[src/rtl/adc_packer_pkg.sv]
// adc_packer_pkg: shared sizes, output FSM states and channel-scan helper for adc_sample_packer
package adc_packer_pkg;
  localparam int NUM_CH = 16;
  localparam int SAMPLE_W = 12;
  localparam int CH_IDX_W = 4;
  localparam int FRAME_W = NUM_CH * SAMPLE_W;
  typedef enum logic {IDLE, SEND} state_e;
  function automatic logic [CH_IDX_W-1:0] lowest_set(input logic [NUM_CH-1:0] m);
    lowest_set = '0;
    for (int i = NUM_CH - 1; i >= 0; i--) if (m[i]) lowest_set = CH_IDX_W'(i);
  endfunction
endpackage

[src/rtl/adc_frame_buf.sv]
// adc_frame_buf: 2-entry snapshot FIFO of captured frames (samples + effective mask)
module adc_frame_buf import adc_packer_pkg::*; (
  input  logic               clk,
  input  logic               rst,
  input  logic               push,
  input  logic               pop,
  input  logic [FRAME_W-1:0] wr_data,
  input  logic [NUM_CH-1:0]  wr_mask,
  output logic [FRAME_W-1:0] rd_data,
  output logic [NUM_CH-1:0]  rd_mask,
  output logic [1:0]         count,
  output logic [1:0]         count_nxt
);
  logic [FRAME_W-1:0] data_q [2];
  logic [FRAME_W-1:0] data_d [2];
  logic [NUM_CH-1:0]  mask_q [2];
  logic [NUM_CH-1:0]  mask_d [2];
  logic               wr_ptr_q, wr_ptr_d, rd_ptr_q, rd_ptr_d;
  logic [1:0]         count_q, count_d;
  always_comb begin
    data_d = data_q;
    mask_d = mask_q;
    if (push) begin
      data_d[wr_ptr_q] = wr_data;
      mask_d[wr_ptr_q] = wr_mask;
    end
    wr_ptr_d = wr_ptr_q ^ push;
    rd_ptr_d = rd_ptr_q ^ pop;
    count_d = count_q + {1'b0, push} - {1'b0, pop};
  end
  always_ff @(posedge clk) begin
    data_q <= data_d;
    mask_q <= mask_d;
  end
  always_ff @(posedge clk) begin
    if (rst) begin
      wr_ptr_q <= 1'b0;
      rd_ptr_q <= 1'b0;
      count_q <= 2'd0;
    end else begin
      wr_ptr_q <= wr_ptr_d;
      rd_ptr_q <= rd_ptr_d;
      count_q <= count_d;
    end
  end
  assign rd_data = data_q[rd_ptr_q];
  assign rd_mask = mask_q[rd_ptr_q];
  assign count = count_q;
  assign count_nxt = count_d;
endmodule

[src/rtl/adc_sample_packer.sv]
// adc_sample_packer: captures 16-channel ADC frames and streams enabled channels as {idx, sample} beats
// Optional zero suppression of in-band samples is enabled by defining ADC_PACKER_ZS_EN.
module adc_sample_packer import adc_packer_pkg::*; #(
  parameter logic [SAMPLE_W-1:0] SIGNAL_LEVEL1 = 12'h7B7,
  parameter logic [SAMPLE_W-1:0] SIGNAL_LEVEL2 = 12'h81B,
  parameter int                  OVF_W = 8
) (
  input  logic               clk,
  input  logic               rst,
  input  logic               sample_en,
  input  logic               des_run,
  input  logic [FRAME_W-1:0] ch_data,
  input  logic [NUM_CH-1:0]  ch_mask,
  output logic [15:0]        out_data,
  output logic               out_valid,
  input  logic               out_ready,
  output logic               out_last,
  output logic               busy,
  output logic [OVF_W-1:0]   ovf_cnt
);
  if (SIGNAL_LEVEL1 > SIGNAL_LEVEL2) begin : g_band_check
    $error("SIGNAL_LEVEL1 must not exceed SIGNAL_LEVEL2");
  end
  logic [NUM_CH-1:0] eff_mask;
`ifdef ADC_PACKER_ZS_EN
  logic [NUM_CH-1:0] in_band;
  always_comb begin
    for (int k = 0; k < NUM_CH; k++)
      in_band[k] = ch_data[k*SAMPLE_W +: SAMPLE_W] >= SIGNAL_LEVEL1 && ch_data[k*SAMPLE_W +: SAMPLE_W] <= SIGNAL_LEVEL2;
    eff_mask = ch_mask & ~in_band;
  end
`else
  assign eff_mask = ch_mask;
`endif
  state_e             state_q, state_d;
  logic [NUM_CH-1:0]  sent_q, sent_d;
  logic [OVF_W-1:0]   ovf_q, ovf_d;
  logic               cap_req, push, drop, pop, hs, last;
  logic [1:0]         count, count_nxt;
  logic [FRAME_W-1:0] head_data;
  logic [NUM_CH-1:0]  head_mask, rem, cur_bit;
  logic [CH_IDX_W-1:0] cur;
  logic [7:0]         base;
  adc_frame_buf u_buf (
    .clk(clk), .rst(rst), .push(push), .pop(pop),
    .wr_data(ch_data), .wr_mask(eff_mask),
    .rd_data(head_data), .rd_mask(head_mask),
    .count(count), .count_nxt(count_nxt)
  );
  // A full buffer drops the capture even if the head frame completes this cycle.
  always_comb begin
    cap_req = sample_en && !des_run && |eff_mask;
    push = cap_req && count != 2'd2;
    drop = cap_req && count == 2'd2;
    rem = head_mask & ~sent_q;
    cur = lowest_set(rem);
    cur_bit = NUM_CH'(1) << cur;
    last = (rem & ~cur_bit) == '0;
    out_valid = state_q == SEND;
    hs = out_valid && out_ready;
    pop = hs && last;
    base = 8'(cur) * 8'(SAMPLE_W);
    out_data = out_valid ? {cur, head_data[base +: SAMPLE_W]} : '0;
    out_last = out_valid && last;
    busy = count != 2'd0;
    state_d = state_q == IDLE ? (busy ? SEND : IDLE) : (pop && count_nxt == 2'd0 ? IDLE : SEND);
    sent_d = hs ? (last ? '0 : sent_q | cur_bit) : sent_q;
    ovf_d = drop && !(&ovf_q) ? ovf_q + 1'b1 : ovf_q;
  end
  always_ff @(posedge clk) begin
    if (rst) begin
      state_q <= IDLE;
      sent_q <= '0;
      ovf_q <= '0;
    end else begin
      state_q <= state_d;
      sent_q <= sent_d;
      ovf_q <= ovf_d;
    end
  end
  assign ovf_cnt = ovf_q;
endmodule

[config.mk]
export PLATFORM = sky130hd
export DESIGN_NAME = adc_sample_packer
export DESIGN_NICKNAME = d
export VERILOG_FILES = /design/src/rtl/adc_packer_pkg.sv /design/src/rtl/adc_frame_buf.sv /design/src/rtl/adc_sample_packer.sv
export SDC_FILE = /design/constraint.sdc
export NUM_CORES = 1
export LEC_CHECK = 0
export ABC_AREA = 1
export CORE_ASPECT_RATIO = 0.75
export CORE_UTILIZATION = 51
export CTS_BUF_LIST = sky130_fd_sc_hd__clkbuf_4 sky130_fd_sc_hd__clkbuf_8
export DETAILED_ROUTE_END_ITERATION = 6
export GPL_ROUTABILITY_DRIVEN = 0
export PLACE_DENSITY_LB_ADDON = 0.25
export SYNTH_ARGS = -nofsm -noshare
export SYNTH_HDL_FRONTEND = slang
export SYNTH_SLANG_ARGS = --single-unit
[constraint.sdc]
create_clock -name clk -period 7.1 [get_ports clk]
set_input_delay 1.42 -clock clk [delete_from_list [all_inputs] [get_ports clk]]
set_output_delay 1.42 -clock clk [all_outputs]
set_load 0.01 [all_outputs]
### Word-level counts from Yosys, hierarchy flattened

Cells that the tools add are included.

* logic and storage cells: 80
* output and inout port bits: 27
* input port bits: 213
* register bits: 445

* equality and inequality tests: 2
* reductions and logical operators: 17
* shift operators: 2
* bitwise operators: 9
* muxes and demuxes: 33
* $mul: 1
* magnitude comparators: 3
* add/sub/neg operators: 3

Operator list (number)
* 192-bit 2-to-1 mux: 4
* 384-bit bitwise mux: 1
* 192-bit demux with 1-bit select: 1
* 192-bit by 9-bit variable part select with 12-bit output: 1
* 16-bit 2-to-1 mux: 6
* 4-bit 2-to-1 mux: 16
* 16-bit AND: 2
* 32-bit bitwise mux: 1
* 16-bit inverter: 2
* 16-bit demux with 1-bit select: 1
* 16-bit zero test: 1
* 16-bit OR: 1
* 16-bit OR reduction: 1
* 1-bit by 4-bit left shift with 16-bit output, first input constant: 1
* 1-bit logical AND: 10
* 8-bit by 1-bit adder with 8-bit output, second input constant: 1
* 8-bit AND reduction: 1
* 4-bit by 2-bit multiplier with 6-bit output, second input constant: 1
* 2-bit >= comparator, second input constant: 2
* 1-bit inverter with 2-bit output: 2
* 1-bit 2-to-1 mux: 3
* 2-bit by 1-bit adder with 2-bit output: 1
* 2-bit equality test, second input constant: 1
* 1-bit zero test: 2
* other kinds (6): 7

### Logic depth before layout (Yosys ltp)

* word-level depth: 31
* mapped depth: 35
* depth with buffers taken out: 35

### Hierarchy

From an unflattened synthesis, not the netlist that was laid out.

* cells, all modules: 1211
* area total of the unflattened synthesis: 18670.4 um^2

By module, submodules not included
* adc_frame_buf: instances 1, sequential area each 12572.1 um^2, cells an instance 674, area each 15647.5 um^2
* adc_sample_packer: instances 1, sequential area each 500.5 um^2, cells an instance 537, area each 3022.9 um^2

### Least setup slack after synthesis

No wires, ideal clock.

* path kind: input to register
* start point: input ch_mask[2]
* end point: register u_buf.data_q[0] (netlist bit), enable pin
* stages: 5
* library setup time: 0.596 ns
* buffers on the path: 0
* required time: 6.504 ns
* setup slack: -0.166 ns
* arrival time: 6.670 ns
* cells stage by stage: nor4_1 nand4_1 nand3b_1 a21oi_1 ha_1

* word-level cells in the longest chain between the ends: 3

Ends and longest elaborated chain
* start: declaration: RTL line adc_sample_packer.sv:13 `input logic [NUM_CH-1:0] ch_mask,`
* 16-bit OR reduction: RTL line adc_sample_packer.sv:52 `cap_req = sample_en && !des_run && |eff_mask;`
* 1-bit logical AND: RTL line adc_sample_packer.sv:52
* 1-bit logical AND: RTL line adc_sample_packer.sv:53 `push = cap_req && count != 2'd2;`
* end signal: assignment: RTL line adc_frame_buf.sv:32 `data_q <= data_d;`
* end: declaration: RTL line adc_frame_buf.sv:14 `logic [FRAME_W-1:0] data_q [2];`

Every way passes these cells.
A chain may end at the register's enable or synchronous reset.

### Worst setup path after layout

* start point: register u_buf.rd_ptr_q
* end point: output out_data[11]

* word-level cells in the longest chain between the ends: 24
* elaborated cells on any way between the ends: 27
* classes of those cells: 1 x mul; 1 x shift; 23 x mux; 2 x bitwise

Ends and longest elaborated chain
* start: declaration: RTL line adc_frame_buf.sv:18 `logic wr_ptr_q, wr_ptr_d, rd_ptr_q, rd_ptr_d;`
* start signal: assignment: RTL line adc_frame_buf.sv:42 `rd_ptr_q <= rd_ptr_d;`
* 1-bit inverter with 2-bit output (implied by the code) (*): RTL line adc_frame_buf.sv:46, adc_frame_buf.sv:47
* 16-bit 2-to-1 mux (implied by the code) (3 in series): RTL line adc_frame_buf.sv:47 `assign rd_mask = mask_q[rd_ptr_q];`
* 16-bit AND: RTL line adc_sample_packer.sv:55 `rem = head_mask & ~sent_q;`
* 4-bit 2-to-1 mux (16 in series): RTL line adc_packer_pkg.sv:10 `for (int i = NUM_CH - 1; i >= 0; i--) if (m[i]) lowest_set = CH_IDX_W'(i);`
* 4-bit by 2-bit multiplier with 6-bit output: RTL line adc_sample_packer.sv:62 `base = 8'(cur) * 8'(SAMPLE_W);`
* 192-bit by 9-bit variable part select with 12-bit output (*): RTL line adc_sample_packer.sv:63 `out_data = out_valid ? {cur, head_data[base +: SAMPLE_W]} : '0;`
* 16-bit 2-to-1 mux (*): RTL line adc_sample_packer.sv:63
* end: declaration: RTL line adc_sample_packer.sv:14 `output logic [15:0] out_data,`

Mark *: on every way between the ends. The rest lies on a longest branch, timed or not. The select of a mux whose other input is x is not followed.

==> PnR_summary.wiki <==
{| class="wikitable"
! Metric !! Value
|-
| Status || finished, final reports clean
|-
| Maximum clock skew at final layout || 28.0 ps
|-
| Std-Cell Core Area || 34700 µm²
|-
| Pin count of the biggest net entering global routing || 120
|-
| Number of port buffers || 239
|-
| Total CTS buffers || 69
|-
| Pleak || 7.74 nW
|-
| Most used DFF post-synth || sky130_fd_sc_hd__edfxtp_1
|-
| Number of distinct library cell variants in the gate-level netlist after synthesis || 48
|-
| Cell count after placement || 2115
|-
| Insertion delay to the later sink of the worst-skew pair || 600 ps
|-
| Number of filler cells placed in the layout || 2673
|-
| Number of vias after detailed routing || 12600
|-
| Synth async-reset ratio || 0
|-
| Clock slew at the register clock pins of the worst setup and hold paths || 60 ps
|-
| Endpoints failing hold || 0
|-
| Average via count per standard cell || 5.63
|-
| Minimum setup slack after placement || 1020 ps
|-
| CP max FO || 34
|-
| Routed Wire Length || 47100 µm
|-
| Top-Level Pins || 240
|-
| Die W || 219 µm
|-
| Data required, critical path || 5680 ps
|-
| Power per cell area || 247 nW/µm²
|-
| Kind of critical path || reg -> out
|-
| Flip-flop and latch count after synthesis || 445
|-
| Hpwl dp || 29200 µm
|-
| H-tree Lvls || 3
|-
| Leftover overflow at the end of global routing || 0
|-
| Overall global routing resource usage || 0.263
|-
| Setup-failing EPs final || 0
|-
| Buffers & Inverters on Critical Path || 3
|-
| Top delay family on crit path || simple AND/OR/NAND/NOR gates
|-
| Final Max Slew Viols || 0
|-
| Mean area per synthesized cell || 12.1 µm²
|-
| Setup crit end kind || output pin
|-
| Root buffer selected by CTS || sky130_fd_sc_hd__clkbuf_8
|-
| Total number of placement rows || 59
|-
| Post-synth EDFFs || 416
|-
| Total number of nets in the final design || 1946
|-
| Number of non-filler instances in the completed layout || 2241
|-
| Number of buffers on the longest clock path || 3
|-
| Critical path data arrival time || 5260 ps
|-
| Clock net sink count || 445
|-
| Detailed-router iteration count before antenna repair || 5
|-
| Effective utilization at floorplan || 0.518
|-
| Final Total Pwr || 5.48 mW
|-
| Max-cap viol count || 0
|-
| Die height || 165 µm
|-
| Synthesized instance count || 1480
|-
| Synthesized netlist net count || 1697
|-
| Largest stage delay on the critical path || 690 ps
|-
| Initial antenna violation count || 8
|-
| Class of the tightest hold or removal check || reg -> reg
|-
| Largest vdd supply drop || 0.129 mV
|-
| Cell area after synthesis || 18000 µm²
|-
| Slew at the pin closest to its max-slew limit || 1100 ps
|-
| Slowest stage cell, crit path || sky130_fd_sc_hd__nor2_4
|-
| Layout Area Growth over Synthesis || 23.3%
|-
| Crit path time final || 6680 ps
|-
| Fmax || 0.150 GHz
|-
| Global-route wire length before repair || 70200 µm
|-
| Most common cell after layout, fill and taps aside || sky130_fd_sc_hd__edfxtp_1
|-
| Number of warnings issued by yosys || 0
|-
| Library cell appearing most often on the critical path || sky130_fd_sc_hd__nand2_1
|-
| Total DRC errors in the routed layout || 0
|-
| Initial DRC count || 1436
|-
| Number of routed nets with antenna violations || 0
|-
| Highest-count cells in the layout ignoring fill and taps || 416 x sky130_fd_sc_hd__edfxtp_1, 376 x sky130_fd_sc_hd__nor2_1, 239 x sky130_fd_sc_hd__clkdlybuf4s50_1
|-
| Portion of the clock cycle consumed by the worst path in the final layout || 0.940
|-
| Crit start category || register
|-
| Relative slew slack || 0.267
|-
| Average detailed-routed wire length per instance || 21.0 µm
|-
| Post-CTS Repair Setup Buffers || 0
|-
| Final WS setup || 424 ps
|-
| Die Outline Area || 36000 µm²
|-
| TritonCTS clock tree || yes
|-
| Vias in the first global route || 12100
|-
| Unrepaired setup endpoints after global routing || false
|-
| Share of cells above drive strength 1 || 0.103
|-
| Hold-fix buffers, CTS || 0
|-
| Fin Setup TNS || 0 ps
|-
| Fraction of the yosys area taken by sequential cells || 0.728
|}
==> path summary, 6_finish.rpt <==
check	slack (ps)	from	to	cells past startpoint
worst min-delay path	480	ovf_cnt[7]	ovf_cnt[7]	2
worst max-delay path	420	u_buf.rd_ptr_q	out_data[11]	26
worst min register to register	480	ovf_cnt[7]	ovf_cnt[7]	2
worst max register to register	2410	u_buf.rd_ptr_q	out_valid	33
==> worst reg2reg max path: cells and delay by family (launching register included) <==
family | cells | cell delay (ps)
DFF | 1 | 450
buffers and inverters | 3 | 510
adders and majority gates | 1 | 210
AOI/OAI and AO/OA | 1 | 160
and+or+nand+nor | 27 | 3130
xor gates and xnor gates | 1 | 180
==> metrics by stage <==
| step | util | hold slack, ps | cell area, µm² |
|---|---|---|---|
| floorplan | - | 451 | 18000 |
| global placement | 0.600 | 468 | 20800 |
| detailed placement | 0.600 | 475 | 20800 |
| CTS | 0.638 | 484 | 22100 |
| global route | 0.638 | 506 | 22100 |
| finish | 0.638 | 482 | 22100 |
==> Yosys cell counts (2+ instances only) <==
| library cell | n | share of area |
|---|---|---|
| sky130_fd_sc_hd__a21oi_1 | 27 | 0.0075 |
| sky130_fd_sc_hd__a31oi_1 | 27 | 0.0094 |
| sky130_fd_sc_hd__a32o_1 | 2 | 0.0011 |
| sky130_fd_sc_hd__buf_2 | 10 | 0.0028 |
| sky130_fd_sc_hd__buf_4 | 2 | 0.00084 |
| sky130_fd_sc_hd__buf_6 | 5 | 0.0031 |
| sky130_fd_sc_hd__clkbuf_1 | 61 | 0.013 |
| sky130_fd_sc_hd__clkinv_1 | 5 | 0.0010 |
| sky130_fd_sc_hd__dfxtp_1 | 29 | 0.032 |
| sky130_fd_sc_hd__edfxtp_1 | 416 | 0.70 |
| sky130_fd_sc_hd__ha_1 | 4 | 0.0028 |
| sky130_fd_sc_hd__inv_1 | 29 | 0.0061 |
| sky130_fd_sc_hd__inv_2 | 6 | 0.0013 |
| sky130_fd_sc_hd__mux2i_1 | 14 | 0.0078 |
| sky130_fd_sc_hd__nand2_1 | 139 | 0.029 |
| sky130_fd_sc_hd__nand2_2 | 6 | 0.0021 |
| sky130_fd_sc_hd__nand2_4 | 4 | 0.0025 |
| sky130_fd_sc_hd__nand3_1 | 26 | 0.0072 |
| sky130_fd_sc_hd__nand3_2 | 3 | 0.0017 |
| sky130_fd_sc_hd__nand3b_1 | 2 | 0.00084 |
| sky130_fd_sc_hd__nand4_1 | 42 | 0.015 |
| sky130_fd_sc_hd__nor2_1 | 378 | 0.079 |
| sky130_fd_sc_hd__nor2_2 | 15 | 0.0052 |
| sky130_fd_sc_hd__nor2_4 | 4 | 0.0025 |
| sky130_fd_sc_hd__nor3_1 | 13 | 0.0036 |
| sky130_fd_sc_hd__nor3_2 | 4 | 0.0022 |
| sky130_fd_sc_hd__nor4_1 | 5 | 0.0017 |
| sky130_fd_sc_hd__o21a_1 | 2 | 0.00084 |
| sky130_fd_sc_hd__o21ai_0 | 171 | 0.048 |
| sky130_fd_sc_hd__o21ai_1 | 6 | 0.0017 |
| sky130_fd_sc_hd__o21bai_1 | 5 | 0.0021 |
| sky130_fd_sc_hd__o221ai_1 | 2 | 0.00098 |
==> flip-flops by register name, indices dropped and copies added, names as in the netlist <==
name / cells
u_buf.data_q: 384
u_buf.mask_q: 32
sent_q: 16
ovf_cnt: 8
u_buf.count: 2
out_valid: 1
u_buf.rd_ptr_q: 1
u_buf.wr_ptr_q: 1
==> where the power goes <==
part / total (mW) / switching, mW / internal, mW
logic: 0.416 / 0.236 / 0.181
clock network: 2.06 / 0.950 / 1.11
registers: 3.00 / 0.0272 / 2.97
total: 5.48 / 1.21 / 4.26
==> layout make-up <==
cell class                 count  area, µm²  share of cell area
sequential                   445      13100               0.590
multi-input combinational    916       4440               0.201
timing repair buffer         256       2570               0.116
clock buffer                 103       1240              0.0558
tap                          457        572              0.0258
inverter                      41        161             0.00729
clock inverter                17       73.8             0.00333
antenna                        6       15.0            0.000678
==> kinds of logic (layout without fill, tap and decap cells) <==
| group | count (synthesis) | in the layout | share of synthesized area |
|---|---|---|---|
| mux | 14 | 14 | 0.00780 |
| buf+inv | 119 | 417 | 0.0281 |
| simple gates | 645 | 645 | 0.155 |
| compound gates | 252 | 252 | 0.0781 |
| xor+xnor | 1 | 1 | 0.000488 |
| fa+ha+maj | 4 | 4 | 0.00279 |
| other cells | 0 | 6 | 0 |
| flops | 445 | 445 | 0.728 |
==> routing by layer <==
metal | share of wire | GRT usage | wire length [µm] | up-vias
li1 | - | - | - | 5784
met1 | 0.43 | 0.380 | 20300 | 6129
met2 | 0.45 | 0.388 | 21200 | 616
met3 | 0.095 | 0.0643 | 4470 | 88
met4 | 0.023 | 0.0966 | 1080 | 4
met5 | 0.00049 | 0 | 23 | -
==> timing repair <==
item	in CTS	in global routing
resized for setup	0	1
endpoints found under the setup margin	0	1
endpoints found under the hold margin	0	0
Note: power is estimated with default switching activity, not from simulation.
